File: config.mk
export PLATFORM = sky130hd
export DESIGN_NAME = search_launcher
export DESIGN_NICKNAME = d
export VERILOG_FILES = /design/src/rtl/accel_pkg.sv /design/src/rtl/launch_timer.sv /design/src/rtl/search_launcher.sv
export SDC_FILE = /design/constraint.sdc
export NUM_CORES = 1
export LEC_CHECK = 0
export BUFFER_PORTS_ARGS = -buffer_cell sky130_fd_sc_hd__buf_2
export CORE_AREA = 2 2 90 92
export CTS_CLUSTER_DIAMETER = 50
export DETAILED_ROUTE_END_ITERATION = 8
export DIE_AREA = 0 0 92 94
export PLACE_DENSITY = 0.79
export SLEW_MARGIN = 20
export SYNTH_ARGS = -nofsm -noshare
export SYNTH_HDL_FRONTEND = slang
export SYNTH_SLANG_ARGS = --single-unit
File: constraint.sdc
create_clock -name clk -period 2.6 [get_ports clk]
set_input_delay 0.39 -clock clk [delete_from_list [all_inputs] [get_ports clk]]
set_output_delay 0.39 -clock clk [all_outputs]
set_load 0.02 [all_outputs]
File: src/rtl/accel_pkg.sv
// accel_pkg: shared launcher state/status encodings and regfile word layouts
package accel_pkg;
  typedef enum logic [2:0] {
    ST_IDLE,
    ST_CLEAR,
    ST_WRITE,
    ST_SETTLE,
    ST_RUN,
    ST_RESP
  } launch_state_e;
  typedef enum logic [1:0] {
    STAT_OK      = 2'b00,
    STAT_TIMEOUT = 2'b01,
    STAT_BADREQ  = 2'b10
  } launch_status_e;
  localparam int IR_W       = 32;
  localparam int IR_FIELD_W = 8;
  localparam int IR_I_LSB   = 24;
  localparam int IR_Z_LSB   = 16;
  localparam int IR_K_LSB   = 8;
  localparam int IR_L_LSB   = 0;
  localparam int STATE_W    = 18;
  localparam logic [STATE_W-1:0] INIT_STATE_WORD = 18'h0C000;
  function automatic logic [IR_W-1:0] pack_ir(
    input logic [IR_FIELD_W-1:0] i,
    input logic [IR_FIELD_W-1:0] z,
    input logic [IR_FIELD_W-1:0] k,
    input logic [IR_FIELD_W-1:0] l
  );
    logic [IR_W-1:0] w;
    w = '0;
    w[IR_I_LSB +: IR_FIELD_W] = i;
    w[IR_Z_LSB +: IR_FIELD_W] = z;
    w[IR_K_LSB +: IR_FIELD_W] = k;
    w[IR_L_LSB +: IR_FIELD_W] = l;
    return w;
  endfunction
endpackage

File: src/rtl/launch_timer.sv
// launch_timer: 16-bit saturating RUN-cycle counter with terminal-count flag
module launch_timer #(
  parameter int TIMEOUT_CYCLES = 4096
) (
  input  logic        clk,
  input  logic        rst,
  input  logic        clr_i,
  input  logic        en_i,
  output logic [15:0] cnt_o,
  output logic        tc_o
);
  localparam logic [15:0] TC = 16'(TIMEOUT_CYCLES - 1);
  logic [15:0] cnt_q;
  // count enabled cycles, sticking at all-ones instead of wrapping
  always_ff @(posedge clk) begin
    if (rst || clr_i) cnt_q <= '0;
    else if (en_i && cnt_q != 16'hFFFF) cnt_q <= cnt_q + 16'd1;
  end
  assign cnt_o = cnt_q;
  assign tc_o  = cnt_q == TC;
endmodule

File: src/rtl/search_launcher.sv
// search_launcher: accepts a read-search request, seeds the regfiles, runs and supervises the search
module search_launcher
  import accel_pkg::*;
#(
  parameter int          MAX_READ_LEN   = 64,
  parameter int          MAX_DIFF       = 3,
  parameter logic [17:0] INIT_STATE     = INIT_STATE_WORD,
  parameter int          TIMEOUT_CYCLES = 4096
) (
  input  logic        clk,
  input  logic        rst,
  input  logic        req_valid,
  output logic        req_ready,
  input  logic [7:0]  req_read_len,
  input  logic [7:0]  req_max_diff,
  input  logic [7:0]  req_k,
  input  logic [7:0]  req_l,
  output logic        regfile_clr_o,
  output logic        we_InexRecur_o,
  output logic [31:0] w_data_InexRecur_o,
  output logic        we_state_o,
  output logic [17:0] w_data_state_o,
  output logic        is_start_o,
  input  logic        search_done_i,
  output logic        resp_valid,
  input  logic        resp_ready,
  output logic [1:0]  resp_status,
  output logic [15:0] resp_cycles
);
  localparam logic [7:0] MAX_LEN8  = 8'(MAX_READ_LEN);
  localparam logic [7:0] MAX_DIFF8 = 8'(MAX_DIFF);
  launch_state_e  state_q;
  launch_status_e status_q;
  logic [31:0]    seed_q;
  logic           bad_req, tmr_clr, tmr_en, tmr_tc;
  assign bad_req = req_read_len == 8'd0 || req_read_len > MAX_LEN8 ||
                   req_max_diff > MAX_DIFF8 || req_k > req_l;
  assign tmr_clr = state_q != ST_RUN && state_q != ST_RESP;
  assign tmr_en  = state_q == ST_RUN;
  assign resp_status = status_q;
  launch_timer #(.TIMEOUT_CYCLES(TIMEOUT_CYCLES)) u_timer (
    .clk   (clk),
    .rst   (rst),
    .clr_i (tmr_clr),
    .en_i  (tmr_en),
    .cnt_o (resp_cycles),
    .tc_o  (tmr_tc)
  );
  // launcher FSM; every output is registered and set on the edge entering its state
  always_ff @(posedge clk) begin
    if (rst) begin
      state_q            <= ST_IDLE;
      status_q           <= STAT_OK;
      seed_q             <= '0;
      req_ready          <= 1'b1;
      regfile_clr_o      <= 1'b0;
      we_InexRecur_o     <= 1'b0;
      we_state_o         <= 1'b0;
      w_data_InexRecur_o <= '0;
      w_data_state_o     <= '0;
      is_start_o         <= 1'b0;
      resp_valid         <= 1'b0;
    end else begin
      case (state_q)
        ST_IDLE: if (req_valid && req_ready) begin
          req_ready <= 1'b0;
          seed_q    <= pack_ir(req_read_len - 8'd1, req_max_diff, req_k, req_l);
          if (bad_req) begin
            state_q    <= ST_RESP;
            status_q   <= STAT_BADREQ;
            resp_valid <= 1'b1;
          end else begin
            state_q       <= ST_CLEAR;
            regfile_clr_o <= 1'b1;
          end
        end
        ST_CLEAR: begin
          state_q            <= ST_WRITE;
          regfile_clr_o      <= 1'b0;
          we_InexRecur_o     <= 1'b1;
          we_state_o         <= 1'b1;
          w_data_InexRecur_o <= seed_q;
          w_data_state_o     <= INIT_STATE;
        end
        ST_WRITE: begin
          state_q            <= ST_SETTLE;
          we_InexRecur_o     <= 1'b0;
          we_state_o         <= 1'b0;
          w_data_InexRecur_o <= '0;
          w_data_state_o     <= '0;
        end
        ST_SETTLE: begin
          state_q    <= ST_RUN;
          is_start_o <= 1'b1;
        end
        ST_RUN: if (search_done_i || tmr_tc) begin
          state_q    <= ST_RESP;
          is_start_o <= 1'b0;
          resp_valid <= 1'b1;
          status_q   <= search_done_i ? STAT_OK : STAT_TIMEOUT;
        end
        ST_RESP: if (resp_ready) begin
          state_q    <= ST_IDLE;
          status_q   <= STAT_OK;
          resp_valid <= 1'b0;
          req_ready  <= 1'b1;
        end
        default: state_q <= ST_IDLE;
      endcase
    end
  end
endmodule

==> reports/metrics.cfg, run 1 <==
[run_status]
status=completed

[global_routing]
grt_pass1_vias=3243
grt_pass1_wl_mm=15.29
grt-ovfl-total=0
antenna_found_initial=0
grt_util_all_layers=0.2195
grt_max_degree=44

[logic_synthesis]
synth_cell_types=47
yosysWarningCount=0
synth_top_family_by_area=simple AND/OR/NAND/NOR gates
synth_fa_ha_area_frac=0.03190
ys_seq_area_frac=0.4593
ys_ff_latch=90
synth_compound_area_frac=0.1821
synthCells=468
yosys.area_share.simple=0.2006
synth_edf_count=0
synth_xor_area_frac=0.03796
syn-mean-instance-area_um2=8.381
synthArstFlopShare=0
muxShareOfSynthArea=0.005423
synth_top_flop_cell=dfxtp_1
synth_area_mm2=0.003923

[critical_path]
reg2reg_to=resp_status[1]$_SDFFE_PP0P_
cp.arrival_ns=2.39
regToRegSetupSlack_ns=0.43
cp_max_fo=12
crit_buf_inv=0
max_stage_delay_ns=0.66
criticalPathCategory=register to register
path_cells=ha_1 -> nand3_2 -> or4_4 -> o21ai_1 -> and3_1 -> o32ai_1
r2r_cells=6
reg2reg_from=u_timer.cnt_o[0]$_SDFFE_PP0P_
start_kind=register
worstPathRequired_ns=2.82
slowest_stage=or4_4
crit_family=simple AND/OR/NAND/NOR gates
worst_setup_path_end_kind=register

[sta]
fin_crit_sh=0.8336
rsz0062_at_grt=false
finalSetupViolCount=0
fin_crit_ns=2.167
holdWs_ns=0.2503
fin_skew_ns=0.008953
max_clock_freq_mhz=461.4
tns_ns=0
drv_slew=0
timing.slew.headroom=0.3698
final-hold-violation-count=0
worstMarginPinSlew_ns=0.9446

[route]
remaining_drc_errors=0
top_layer=met4
drtIter0Drc=211
wl_met2_mm=4.561
first_pass_iters=4
detail_route.wl_per_cell_um=14.25
drt-met1-wl_mm=3.946
ant_nets=0
dr_wl_met3_um=645
num_vias=3505
viasPerCell=5.368
wl_mm=9.304

[placement]
gp_congestion=0.9206
hpwl_mm=6.489
port_buffers=94

[clock_network]
clk_pin_slew_ns=0.08
root_buffer=clkbuf_8
htreeDepth=3
cts.sink_count=90
cts_tree=built
cts_buffers=9
cts_resized=0
cts_hold_buf=0
cts_setup_buffers=0
clk_latency_ns=0.35
clock_path_buffers=2

[final_layout]
finalNetCount=595
multi_input_area_mm2=0.001866
fill_cells=697
drive_gt1_frac=0.2196
regArea_mm2=0.001802
diodes=0
syn_to_final_growth_pct=16.04

[floorplan]
die_h_um=94
die_area_mm2=0.008648
pin_count=111
die_w_um=92
coreArea_mm2=0.007607
start_util=0.5156
num_rows=32

[worst_hold_path]
whs_path_depth=2
hold_path_class=input port to register
min_from=req_read_len[0]
worstHoldEndpoint=seed_q[24]$_SDFFE_PP0P_

[power_and_ir_drop]
p_leak_nw=1.929
peakVddDrop_mv=0.4811
powerDensity_mw_per_mm2=799.9

[flow_run]
max_cap_violations=0

-- synthesized netlist by cell type (2+ instances only) --
cell type,count,area [um2]
a211oi_1,10,75.07
a21oi_1,35,175.2
a22oi_1,33,247.7
a31oi_1,3,18.77
and2_1,4,25.02
and3_1,3,18.77
buf_2,4,20.02
buf_4,19,142.6
clkbuf_1,23,86.33
dfxtp_1,90,1802
ha_1,10,125.1
inv_1,16,60.06
nand2_1,60,225.2
nand2b_1,3,18.77
nand3_1,6,30.03
nand4_1,3,18.77
nor2_1,72,270.3
nor2b_1,3,18.77
nor3_1,11,55.05
nor4_1,5,31.28
o2111ai_1,2,17.52
o211ai_1,5,37.54
o21ai_0,6,30.03
o21bai_1,2,15.01
o31ai_1,2,15.01
or4_1,2,15.01
xnor2_1,6,52.55
xor2_1,11,96.34
-- worst register-to-register path, delay by kind of cell (launching register included) --
kind,cells,cell delay [ns]
AND/OR/NAND/NOR,3,0.99
flip-flops,1,0.43
AO/OA/AOI/OAI,2,0.41
adder cells (fa/ha/maj),1,0.22
-- cell families (layout without fill, tap and decap cells) --
logic type	count (synthesis)	count (layout)
buffers and inverters	63	131
AOI/OAI and AO/OA	108	108
adders and majority gates	10	10
other	1	16
and+or+nand+nor	177	177
muxes	2	2
xor gates and xnor gates	17	17
DFF	90	90
-- flip-flops by register name, summed over array words and instances (netlist names) --
signal              flops
req_ready               1
state_q                 3
u_timer.cnt_o          16
regfile_clr_o           1
resp_valid              1
w_data_state_o          1
is_start_o              1
seed_q                 32
resp_status             2
w_data_InexRecur_o     32
-- area by class of cell --
type | count | area share
sequential | 90 | 0.3958
multi-input combinational | 330 | 0.4098
tap | 102 | 0.02804
clock inverter | 3 | 0.009346
timing repair buffer | 101 | 0.1149
inverter | 16 | 0.01319
clock buffer | 11 | 0.02886
-- cell usage in the layout (no fill, tap or decap), types with 2 or more instances in the layout --
master and instances:
a31oi_1 3, o21ai_0 6, nor3_1 10, and3_1 3, dfxtp_1 90, nand3_1 6
xor2_1 11, nor4_1 5, and2_1 4, or4_1 2, buf_2 94, o211ai_1 5
clkbuf_8 9, xnor2_1 6, o31ai_1 2, a22oi_1 33, nand4_1 3, o2111ai_1 2
a211oi_1 10, clkbuf_1 2, conb_1 16, nor2b_1 3, inv_1 16, buf_4 7
nand2_1 60, nand2b_1 3, a21oi_1 35, ha_1 10, nor2_1 72
-- power breakdown --
part	total [mW]	switching, mW	internal (mW)
registers	1.68	0.123	1.55
clock network	0.896	0.462	0.434
logic	1.07	0.727	0.341
total	3.64	1.31	2.33
-- metrics by stage --
step / setup WS (ns) / utilization / std cells / instance area (um2) / power (mW)
global placement: 0.5551 / 0.5755 / 639 / 4378 / 2.739
detailed placement: 0.4600 / 0.5755 / 639 / 4378 / 2.770
finish: 0.4327 / 0.5984 / 653 / 4552 / 3.641
floorplan: 0.4947 / - / 483 / 3979 / 2.493
global route: 0.2684 / 0.5984 / 653 / 4552 / 3.864
CTS: 0.4382 / 0.5984 / 653 / 4552 / 3.651
-- worst max path at each step --
stage | startpoint | to | slack [ns] | cells past startpoint
after floorplan | u_timer.cnt_o[0]$_SDFFE_PP0P_ | u_timer.cnt_o[14]$_SDFFE_PP0P_ | 0.49 | 7
after global placement | u_timer.cnt_o[0]$_SDFFE_PP0P_ | resp_status[1]$_SDFFE_PP0P_ | 0.56 | 6
after detailed placement | u_timer.cnt_o[0]$_SDFFE_PP0P_ | u_timer.cnt_o[1]$_SDFFE_PP0P_ | 0.46 | 6
after CTS | u_timer.cnt_o[0]$_SDFFE_PP0P_ | u_timer.cnt_o[1]$_SDFFE_PP0P_ | 0.44 | 6
after global routing | u_timer.cnt_o[0]$_SDFFE_PP0P_ | u_timer.cnt_o[1]$_SDFFE_PP0P_ | 0.27 | 6
final | u_timer.cnt_o[0]$_SDFFE_PP0P_ | resp_status[1]$_SDFFE_PP0P_ | 0.43 | 6
-- metal layers --
layer | track usage | vias up
li1 | - | 1743
met1 | 0.2786 | 1621
met2 | 0.3658 | 127
met3 | 0.06180 | 14
met4 | 0.06343 | 0
met5 | 0 | -
No activity file was read; power rests on OpenSTA's default activity.
==> run 2: changes to the inputs <==
==> constraint.sdc (replaced) <==
create_clock -name clk -period 2.1 [get_ports clk]
set_input_delay 0.315 -clock clk [delete_from_list [all_inputs] [get_ports clk]]
set_output_delay 0.315 -clock clk [all_outputs]
set_load 0.02 [all_outputs]
==> run 2 against run 1 <==
Sequential cell count is the same. Clock power grew 37%. Largest power group unchanged. Clock-buffer cell count down 1. Utilization increased by 1.8 points. Critical path depth is 1 lower. Worst setup slack lost 0.21 ns. Worst hold slack worse by 0.081 ns. Register-to-register slack lost 0.21 ns. Global-route usage fell by 0.59 points. Sequential power rose by 22%. Final area is 3.0% higher.
==> reports/metrics.cfg, run 2 (synthesis gave the netlist of run 1 again) <==
[placement]
post-place-ws_ns=0.09116
port_buffers=94
gp_congestion=0.8848
hpwl_mm=6.372
dpl_cell_area_mm2=0.004464

[clock_network]
clk_pin_slew_ns=0.09
root_buffer=clkbuf_8
cts_setup_buffers=0
clock_path_buffers=2
cts_tree=built
cts.sink_count=90
htreeDepth=3
clk_latency_ns=0.36
cts_buffers=9

[floorplan]
num_rows=32
coreArea_mm2=0.007607
die_w_um=92
start_util=0.5156
die_h_um=94
die_area_mm2=0.008648
pin_count=111

[final_layout]
drive_gt1_frac=0.2406
diodes=0
finalNetCount=603
syn_to_final_growth_pct=19.49
final_cell_area_mm2=0.004687
layout_common_cells=buf_2 (94), dfxtp_1 (89), nor2_1 (72)
layout_commonest_cell=buf_2

[sta]
timing.slew.headroom=0.5814
fin_skew_ns=0.009273
worstMarginPinSlew_ns=0.6262
setup_ws_ns=0.2183
max_clock_freq_mhz=531.4
tns_ns=0
drv_slew=0
final-hold-violation-count=0
fin_crit_ns=1.882
finalSetupViolCount=0
fin_crit_sh=0.8961
rsz0062_at_grt=false

[global_routing]
grt_util_all_layers=0.2136
grt_pass1_vias=3208
grt_max_degree=74
grt_pass1_wl_mm=14.88
antenna_found_initial=0
grt-ovfl-total=0

[route]
detail_route.wl_per_cell_um=13.78
remaining_drc_errors=0
drtIter0Drc=233
first_pass_iters=4
viasPerCell=5.240
ant_nets=0
num_vias=3474
wl_mm=9.137

[critical_path]
crit_buf_inv=0
cp.arrival_ns=2.11
slowest_stage=or4_4
worstPathRequired_ns=2.33
crit_family=simple AND/OR/NAND/NOR gates
start_kind=register
max_stage_delay_ns=0.63
cp_max_fo=12
criticalPathCategory=register to register
worst_setup_path_end_kind=register
path_cells=nand3_1 -> or4_4 -> o21ai_4 -> mux2i_1 -> nor2_1

[worst_hold_path]
hold_path_class=input port to register

[run_status]
status=completed

[flow_run]
max_cap_violations=0

[power_and_ir_drop]
powerDensity_mw_per_mm2=999.4
peakVddDrop_mv=0.5008
p_leak_nw=1.996

[run 2: changes by cell type in the layout (fill, tap and decap cells not counted), sizes merged]
cell / before / now
buf: 101 / 109
clkbuf: 11 / 10
clkinvlp: 1 / 2
inv: 16 / 18
[run 2: cell type report]
cell class                 count  area (um2)
fill                         692        2920
multi-input combinational    330        1877
sequential                    90        1803
timing repair buffer         109       608.1
clock buffer                  10       137.6
tap                          102       127.6
clock inverter                 6       73.82
inverter                      16       60.06
[run 2: report_power, final]
part / internal (mW) / switching (mW) / leakage (nW)
Clock: 0.597 / 0.632 / 0.101
Sequential: 1.92 / 0.129 / 0.732
Combinational: 0.473 / 0.929 / 1.16
[run 2: repair_timing]
item / 4_1_cts / 5_1_grt
hold buffers: 0 / 0
gates resized for setup: 0 / 2
endpoints found under the setup margin: 0 / 6
[run 2: metal layers]
| layer | share of wire | global-route usage | up-vias | routed length, um |
|---|---|---|---|---|
| met5 | 0 | 0 | - | 0 |
| li1 | - | - | 1754 | - |
| met1 | 0.44 | 0.2734 | 1608 | 4048 |
| met3 | 0.069 | 0.04414 | 9 | 634 |
| met2 | 0.48 | 0.3523 | 103 | 4354 |
| met4 | 0.011 | 0.08831 | 0 | 99 |
[run 2: metrics by stage]
step / total power, mW / cells / hold WS (ns) / utilization
3_5_place_dp: 3.490 / 647 / 0.4472 / 0.5868
5_1_grt: 4.966 / 663 / 0.1680 / 0.6161
6_report: 4.684 / 663 / 0.1696 / 0.6161
4_1_cts: 4.713 / 663 / 0.1590 / 0.6146
3_3_place_gp: 3.448 / 647 / 0.4433 / 0.5868
2_1_floorplan: 3.087 / 483 / 0.4106 / -
[run 2: path summary, 6_finish.rpt]
kind / cells past startpoint / startpoint / to / slack, ns
hold / removal: 2 / req_read_len[0] / seed_q[24]$_SDFFE_PP0P_ / 0.17
setup / recovery: 5 / u_timer.cnt_o[6]$_SDFFE_PP0P_ / u_timer.cnt_o[1]$_SDFFE_PP0P_ / 0.22
hold reg to reg: 2 / seed_q[21]$_SDFFE_PP0P_ / seed_q[21]$_SDFFE_PP0P_ / 0.46
setup reg to reg: 5 / u_timer.cnt_o[6]$_SDFFE_PP0P_ / u_timer.cnt_o[1]$_SDFFE_PP0P_ / 0.22
